`src/rtl/mips_bus_pkg.sv`:
```
// Shared types and constants for the two-master MIPS memory bus arbiter.
// Build option: MIPS_BUS_ARB_RR_EN selects round-robin tie-breaking.
package mips_bus_pkg;

    localparam int BUS_AW = 32;
    localparam int BUS_DW = 32;
    localparam logic [BUS_DW/8-1:0] BE_ALL = '1;

    typedef enum logic [1:0] {
        IDLE   = 2'd0,
        ACCESS = 2'd1,
        RESP   = 2'd2,
        DONE   = 2'd3
    } arb_state_t;

    typedef enum logic {
        OP_READ  = 1'b0,
        OP_WRITE = 1'b1
    } bus_op_t;

endpackage

```
`src/rtl/mips_bus_arb_pick.sv`:
```
// Grant decision between the fetch and data ports.
// MIPS_BUS_ARB_RR_EN: round-robin with a last-grant flop; otherwise data has fixed priority.
module mips_bus_arb_pick (
`ifdef MIPS_BUS_ARB_RR_EN
    input  logic clk,
    input  logic reset,
    input  logic i_grant_en,
`endif
    input  logic i_req_fetch,
    input  logic i_req_data,
    output logic o_pick_fetch,
    output logic o_pick_data
);

`ifdef MIPS_BUS_ARB_RR_EN
    logic r_last_d;

    // On a tie the port that did not win last time goes first.
    assign o_pick_data  = i_req_data & (~i_req_fetch | ~r_last_d);
    assign o_pick_fetch = i_req_fetch & ~o_pick_data;

    // Reset to "data won last" so fetch takes the first tie.
    always_ff @(posedge clk or negedge reset) begin
        if (!reset) begin
            r_last_d <= 1'b1;
        end else if (i_grant_en) begin
            r_last_d <= o_pick_data;
        end
    end
`else
    assign o_pick_data  = i_req_data;
    assign o_pick_fetch = i_req_fetch & ~i_req_data;
`endif

endmodule

```
`src/rtl/mips_bus_arbiter.sv`:
```
// Shares one Avalon-style memory bus between the instruction-fetch and load/store ports.
// Build option: MIPS_BUS_ARB_RR_EN (round-robin ties); default is data-port priority.
module mips_bus_arbiter
    import mips_bus_pkg::*;
#(
    parameter int AW = BUS_AW,
    parameter int DW = BUS_DW
) (
    input  logic            clk,
    input  logic            reset,

    input  logic [AW-1:0]   i_address,
    input  logic            i_read,
    output logic            i_waitrequest,
    output logic [DW-1:0]   i_readdata,

    input  logic [AW-1:0]   d_address,
    input  logic            d_read,
    input  logic            d_write,
    input  logic [DW/8-1:0] d_byteenable,
    input  logic [DW-1:0]   d_writedata,
    output logic            d_waitrequest,
    output logic [DW-1:0]   d_readdata,

    output logic [AW-1:0]   m_address,
    output logic            m_read,
    output logic            m_write,
    output logic [DW/8-1:0] m_byteenable,
    output logic [DW-1:0]   m_writedata,
    input  logic            m_waitrequest,
    input  logic [DW-1:0]   m_readdata,

    output logic            grant_d
);

    arb_state_t        r_state;
    bus_op_t           r_op;
    logic              r_grant_d;
    logic [AW-1:0]     r_m_address;
    logic [DW/8-1:0]   r_m_byteenable;
    logic [DW-1:0]     r_m_writedata;
    logic              r_m_read;
    logic              r_m_write;
    logic              r_i_waitrequest;
    logic              r_d_waitrequest;
    logic [DW-1:0]     r_i_readdata;
    logic [DW-1:0]     r_d_readdata;

    logic              w_d_req;
    logic              w_pick_i;
    logic              w_pick_d;
    logic              w_any_grant;

    assign w_d_req     = d_read | d_write;
    assign w_any_grant = w_pick_i | w_pick_d;

`ifdef MIPS_BUS_ARB_RR_EN
    logic w_grant_en;
    assign w_grant_en = (r_state == IDLE) & w_any_grant;
`endif

    mips_bus_arb_pick u_pick (
`ifdef MIPS_BUS_ARB_RR_EN
        .clk          (clk),
        .reset        (reset),
        .i_grant_en   (w_grant_en),
`endif
        .i_req_fetch  (i_read),
        .i_req_data   (w_d_req),
        .o_pick_fetch (w_pick_i),
        .o_pick_data  (w_pick_d)
    );

    always_ff @(posedge clk or negedge reset) begin
        if (!reset) begin
            r_state         <= IDLE;
            r_op            <= OP_READ;
            r_grant_d       <= 1'b0;
            r_m_address     <= '0;
            r_m_byteenable  <= '0;
            r_m_writedata   <= '0;
            r_m_read        <= 1'b0;
            r_m_write       <= 1'b0;
            r_i_waitrequest <= 1'b1;
            r_d_waitrequest <= 1'b1;
            r_i_readdata    <= '0;
            r_d_readdata    <= '0;
        end else begin
            case (r_state)
                IDLE: begin
                    if (w_any_grant) begin
                        r_state   <= ACCESS;
                        r_grant_d <= w_pick_d;
                        if (w_pick_d) begin
                            // A simultaneous read+write is treated as a write.
                            r_m_address    <= d_address;
                            r_m_byteenable <= d_byteenable;
                            r_m_writedata  <= d_writedata;
                            r_op           <= d_write ? OP_WRITE : OP_READ;
                            r_m_write      <= d_write;
                            r_m_read       <= ~d_write;
                        end else begin
                            r_m_address    <= i_address;
                            r_m_byteenable <= BE_ALL;
                            r_m_writedata  <= '0;
                            r_op           <= OP_READ;
                            r_m_write      <= 1'b0;
                            r_m_read       <= 1'b1;
                        end
                    end
                end

                ACCESS: begin
                    if (!m_waitrequest) begin
                        r_m_read  <= 1'b0;
                        r_m_write <= 1'b0;
                        if (r_op == OP_WRITE) begin
                            r_state <= DONE;
                            if (r_grant_d) begin
                                r_d_waitrequest <= 1'b0;
                            end else begin
                                r_i_waitrequest <= 1'b0;
                            end
                        end else begin
                            r_state <= RESP;
                        end
                    end
                end

                RESP: begin
                    r_state <= DONE;
                    if (r_grant_d) begin
                        r_d_readdata    <= m_readdata;
                        r_d_waitrequest <= 1'b0;
                    end else begin
                        r_i_readdata    <= m_readdata;
                        r_i_waitrequest <= 1'b0;
                    end
                end

                DONE: begin
                    r_state         <= IDLE;
                    r_i_waitrequest <= 1'b1;
                    r_d_waitrequest <= 1'b1;
                end

                default: begin
                    r_state <= IDLE;
                end
            endcase
        end
    end

    assign m_address     = r_m_address;
    assign m_read        = r_m_read;
    assign m_write       = r_m_write;
    assign m_byteenable  = r_m_byteenable;
    assign m_writedata   = r_m_writedata;
    assign i_waitrequest = r_i_waitrequest;
    assign d_waitrequest = r_d_waitrequest;
    assign i_readdata    = r_i_readdata;
    assign d_readdata    = r_d_readdata;
    assign grant_d       = r_grant_d;

endmodule

```
`config.mk`:
```
export PLATFORM = sky130hd
export DESIGN_NAME = mips_bus_arbiter
export DESIGN_NICKNAME = d
export VERILOG_FILES = /design/src/rtl/mips_bus_pkg.sv /design/src/rtl/mips_bus_arb_pick.sv /design/src/rtl/mips_bus_arbiter.sv
export SDC_FILE = /design/constraint.sdc
export NUM_CORES = 1
export LEC_CHECK = 0
export BUFFER_PORTS_ARGS = -buffer_cell sky130_fd_sc_hd__buf_2
export CAP_MARGIN = 20
export CELL_PAD_IN_SITES_DETAIL_PLACEMENT = 0
export CELL_PAD_IN_SITES_GLOBAL_PLACEMENT = 1
export CORE_MARGIN = 3
export CORE_UTILIZATION = 32
export DETAILED_ROUTE_END_ITERATION = 8
export PLACE_DENSITY = 0.87
export SLEW_MARGIN = 20
export SYNTH_ARGS = -nofsm -noshare
export SYNTH_HDL_FRONTEND = slang
export SYNTH_SLANG_ARGS = --single-unit
```
`constraint.sdc`:
```
create_clock -name clk -period 1.8 [get_ports clk]
set_input_delay 0 -clock clk [delete_from_list [all_inputs] [get_ports clk]]
set_output_delay 0 -clock clk [all_outputs]
set_load 0.005 [all_outputs]
```
==> results.ini <==
[logic_synthesis]
synth_seq_cells=140
postSynthAreaPerCell_sq_um=13.9
syn_nets=546
synth_seq_area_share_pct=62.6
synth_warnings=0
synth_cells=403
synth_area_sq_mm=0.00560
ys_types=29

[hold_path]
min_from=d_write
hold_end=m_write$_DFFE_PN0P_
hp-class=in2reg
hold_path_depth=3

[die]
dieArea_sq_mm=0.0191
rows=47
start_util_pct=33.2
io-pin-count=275
die_x_microns=138
coreArea_sq_mm=0.0169
die_h_microns=138

[grt]
grt_pass1_wl_mm=26.9
grt_pass1_vias=5123
grt_usage_pct=17.5
overflow=0
grt_max_degree=62
antenna_found_initial=0

[sta]
timing.final.ws_setup_ns=0.0944
period_share_pct=94.8
fin_setup_tns_ns=0
setup_viol=0
grt_setup_unrepaired=no
worst_pin_slew_ns=0.602
finalMaxSlewViolations=0
clock_skew_ns=0.00658
finalHoldViolCount=0
slew_headroom_pct=59.5
finalCriticalPeriod_ns=1.71
timing.fmax_mhz=586

[placement]
dp.cells=882
place.gp.congestion=0.781
io_buffers=274
post-place-ws_ns=0.101
hpwl_mm=10.9

[clocking]
clock_latency_ns=0.41
cts_setup_buffers=0
cts_tree=done
clock_sinks=140
numCtsBuffers=17
cts_hold_buf=136
cts_resized=0
htree_levels=4
clock_path_buffers=2
cts_root_buf=clkbuf_16
clkTransAtPathRegs_ns=0.06

[run_status]
outcome=finished, final reports clean

[worst_setup_path]
reg2reg_depth=5
worstPathMaxFanout=3
r2r-start=r_state[0]$_DFFE_PN0P_
crit_type=reg2reg
reg2reg_slack_ns=0.09
required_ns=2.09
startpoint_type=register
reg2reg_to=r_state[1]$_DFFE_PN0P_
worstPathArrival_ns=2.00
cp-end-kind=register

[power_and_ir_drop]
switching_share_pct=32.4
pwr-share-clk_pct=22.2
power_frac_comb_pct=39.0
p_leak_uw=0.00449
p_sw_uw=4640
internal-power_uw=9670
vdd_drop_max_uv=642
seq_power_share_pct=38.8
pwr_density_cell_mw_per_mm2=1550

[run]
maxCapViolations=0

[detailed_routing]
via_per_inst=4.55
vias=4783
detail-route-antenna-nets=0
post_drt_wl_per_cell_microns=15.6
drt_iter0_markers=63
dr.pass1.iters=6
wl_mm=16.4
route.detailed.drc=0

[final_layout]
nNetsFinal=960
area_delta_synth_final_pct=64.8
drive_gt1_share_pct=46.5
layout.cells.non_filler=1051

==> cell type report <==
class | count | area (sq um)
fill | 1407 | 7650
sequential | 140 | 3510
timing repair buffer | 422 | 2940
multi-input combinational | 232 | 1950
clock buffer | 20 | 447
tap | 220 | 275
clock inverter | 12 | 92.6
inverter | 4 | 15.0
antenna | 1 | 2.50
==> Yosys cell counts <==
cell type / number / area, sq um
o2bb2ai_1: 1 / 8.76
o31a_1: 2 / 17.5
o21ba_2: 1 / 10.0
buf_4: 3 / 22.5
nor2b_1: 4 / 25.0
o22a_1: 4 / 35.0
clkbuf_4: 1 / 7.51
clkbuf_1: 7 / 26.3
a32oi_1: 1 / 8.76
mux2i_1: 33 / 330
a32o_1: 1 / 10.0
o21ai_1: 5 / 25.0
dfrtp_1: 138 / 3450
a22o_1: 35 / 307
dfstp_2: 2 / 52.6
o21ai_0: 32 / 160
nand2_1: 37 / 139
mux2_1: 3 / 33.8
o31ai_4: 1 / 21.3
buf_2: 15 / 75.1
inv_1: 4 / 15.0
o211ai_1: 1 / 7.51
nor2_4: 1 / 11.3
nor2_1: 1 / 3.75
ha_1: 5 / 62.6
or4b_4: 1 / 13.8
a211oi_1: 1 / 7.51
mux2_2: 62 / 698
buf_6: 1 / 11.3
==> flip-flops by register name, indices dropped and copies added, names as in the netlist <==
name	cells
d_waitrequest	1
i_waitrequest	1
d_readdata	32
r_state	2
m_byteenable	4
m_address	32
m_read	1
m_write	1
r_op	1
grant_d	1
i_readdata	32
m_writedata	32
==> metrics by stage <==
stage                     total power (uW)  hold WS (ns)  utilization [%]  cell area, sq um
after floorplan                       8310        -0.296                -              5600
after global placement               10800       -0.0409             43.4              7320
after detailed placement             11000       -0.0453             43.4              7320
after CTS                            14500        0.0149             54.6              9220
after global routing                 15300        0.0380             54.6              9220
final                                14300        0.0320             54.7              9230
==> kinds of logic (layout without fill, tap and decap cells) <==
logic type | after synthesis | count (layout) | synth area share (%)
flip-flops | 140 | 140 | 62.6
multiplexers | 98 | 98 | 19.0
AO/OA/AOI/OAI | 85 | 85 | 11.0
AND/OR/NAND/NOR | 44 | 44 | 3.44
buffers and inverters | 31 | 458 | 2.82
adder cells (fa/ha/maj) | 5 | 5 | 1.12
other | 0 | 1 | 0
==> cells in the final DEF (no fill, tap or decap) <==
cell	instances
buf_6	1
nor2b_4	1
clkbuf_1	2
a211oi_1	1
clkinv_4	4
buf_4	3
ha_1	5
clkbuf_8	1
a22o_1	35
mux2_1	3
o2bb2ai_1	1
o22a_1	4
o21ai_1	5
a32o_1	1
o21ai_0	32
nor2b_2	1
nor2b_1	2
nor2_1	1
nor2_4	1
clkinv_2	2
mux2i_1	33
clkinvlp_4	4
o31a_1	2
o21ba_2	1
clkbuf_16	17
diode_2	1
mux2_2	62
dfstp_2	2
inv_1	4
inv_6	2
dfrtp_1	138
or4b_4	1
nand2_1	37
o31ai_4	1
buf_2	273
dlygate4sd3_1	136
o211ai_1	1
a32oi_1	1
buf_12	9
==> worst max path at each step <==
stage | startpoint | to | slack [ns] | depth (start not counted)
floorplan | r_state[0]$_DFFE_PN0P_ | r_state[1]$_DFFE_PN0P_ | 0.07 | 5
global placement | r_state[0]$_DFFE_PN0P_ | r_state[1]$_DFFE_PN0P_ | 0.17 | 5
detailed placement | r_state[1]$_DFFE_PN0P_ | r_state[1]$_DFFE_PN0P_ | 0.10 | 5
CTS | r_state[1]$_DFFE_PN0P_ | r_state[1]$_DFFE_PN0P_ | 0.09 | 5
global route | r_state[1]$_DFFE_PN0P_ | r_state[1]$_DFFE_PN0P_ | 0.01 | 5
finish | r_state[0]$_DFFE_PN0P_ | r_state[1]$_DFFE_PN0P_ | 0.09 | 5
==> metal layers <==
layer  vias to the layer above  routed length, microns  global-route usage, %  share of wire [%]
met1                      2227                    7050                   22.2                 43
met5                         -                       0                      0                  0
met4                         0                     458                   7.02                2.8
li1                       2289                       -                      -                  -
met2                       230                    7700                   28.2                 47
met3                        37                    1200                   5.18                7.3
==> worst max-delay path, cell delays in order (launching register included) <==
cell and delay (ns):
dfrtp_1 0.41, inv_1 0.09, ha_1 0.17, or4b_4 0.48
nand2_1 0.12, mux2_1 0.33
==> power by group through the flow <==
stage          sequential [uW]  combinational [uW]  clock [uW]
2_1_floorplan             5660                2640           0
3_3_place_gp              5530                5220           0
3_5_place_dp              5570                5390           0
4_1_cts                   5550                5620        3290
5_1_grt                   5760                6150        3430
6_report                  5560                5580        3180
Power figures use the tool's default switching activity.
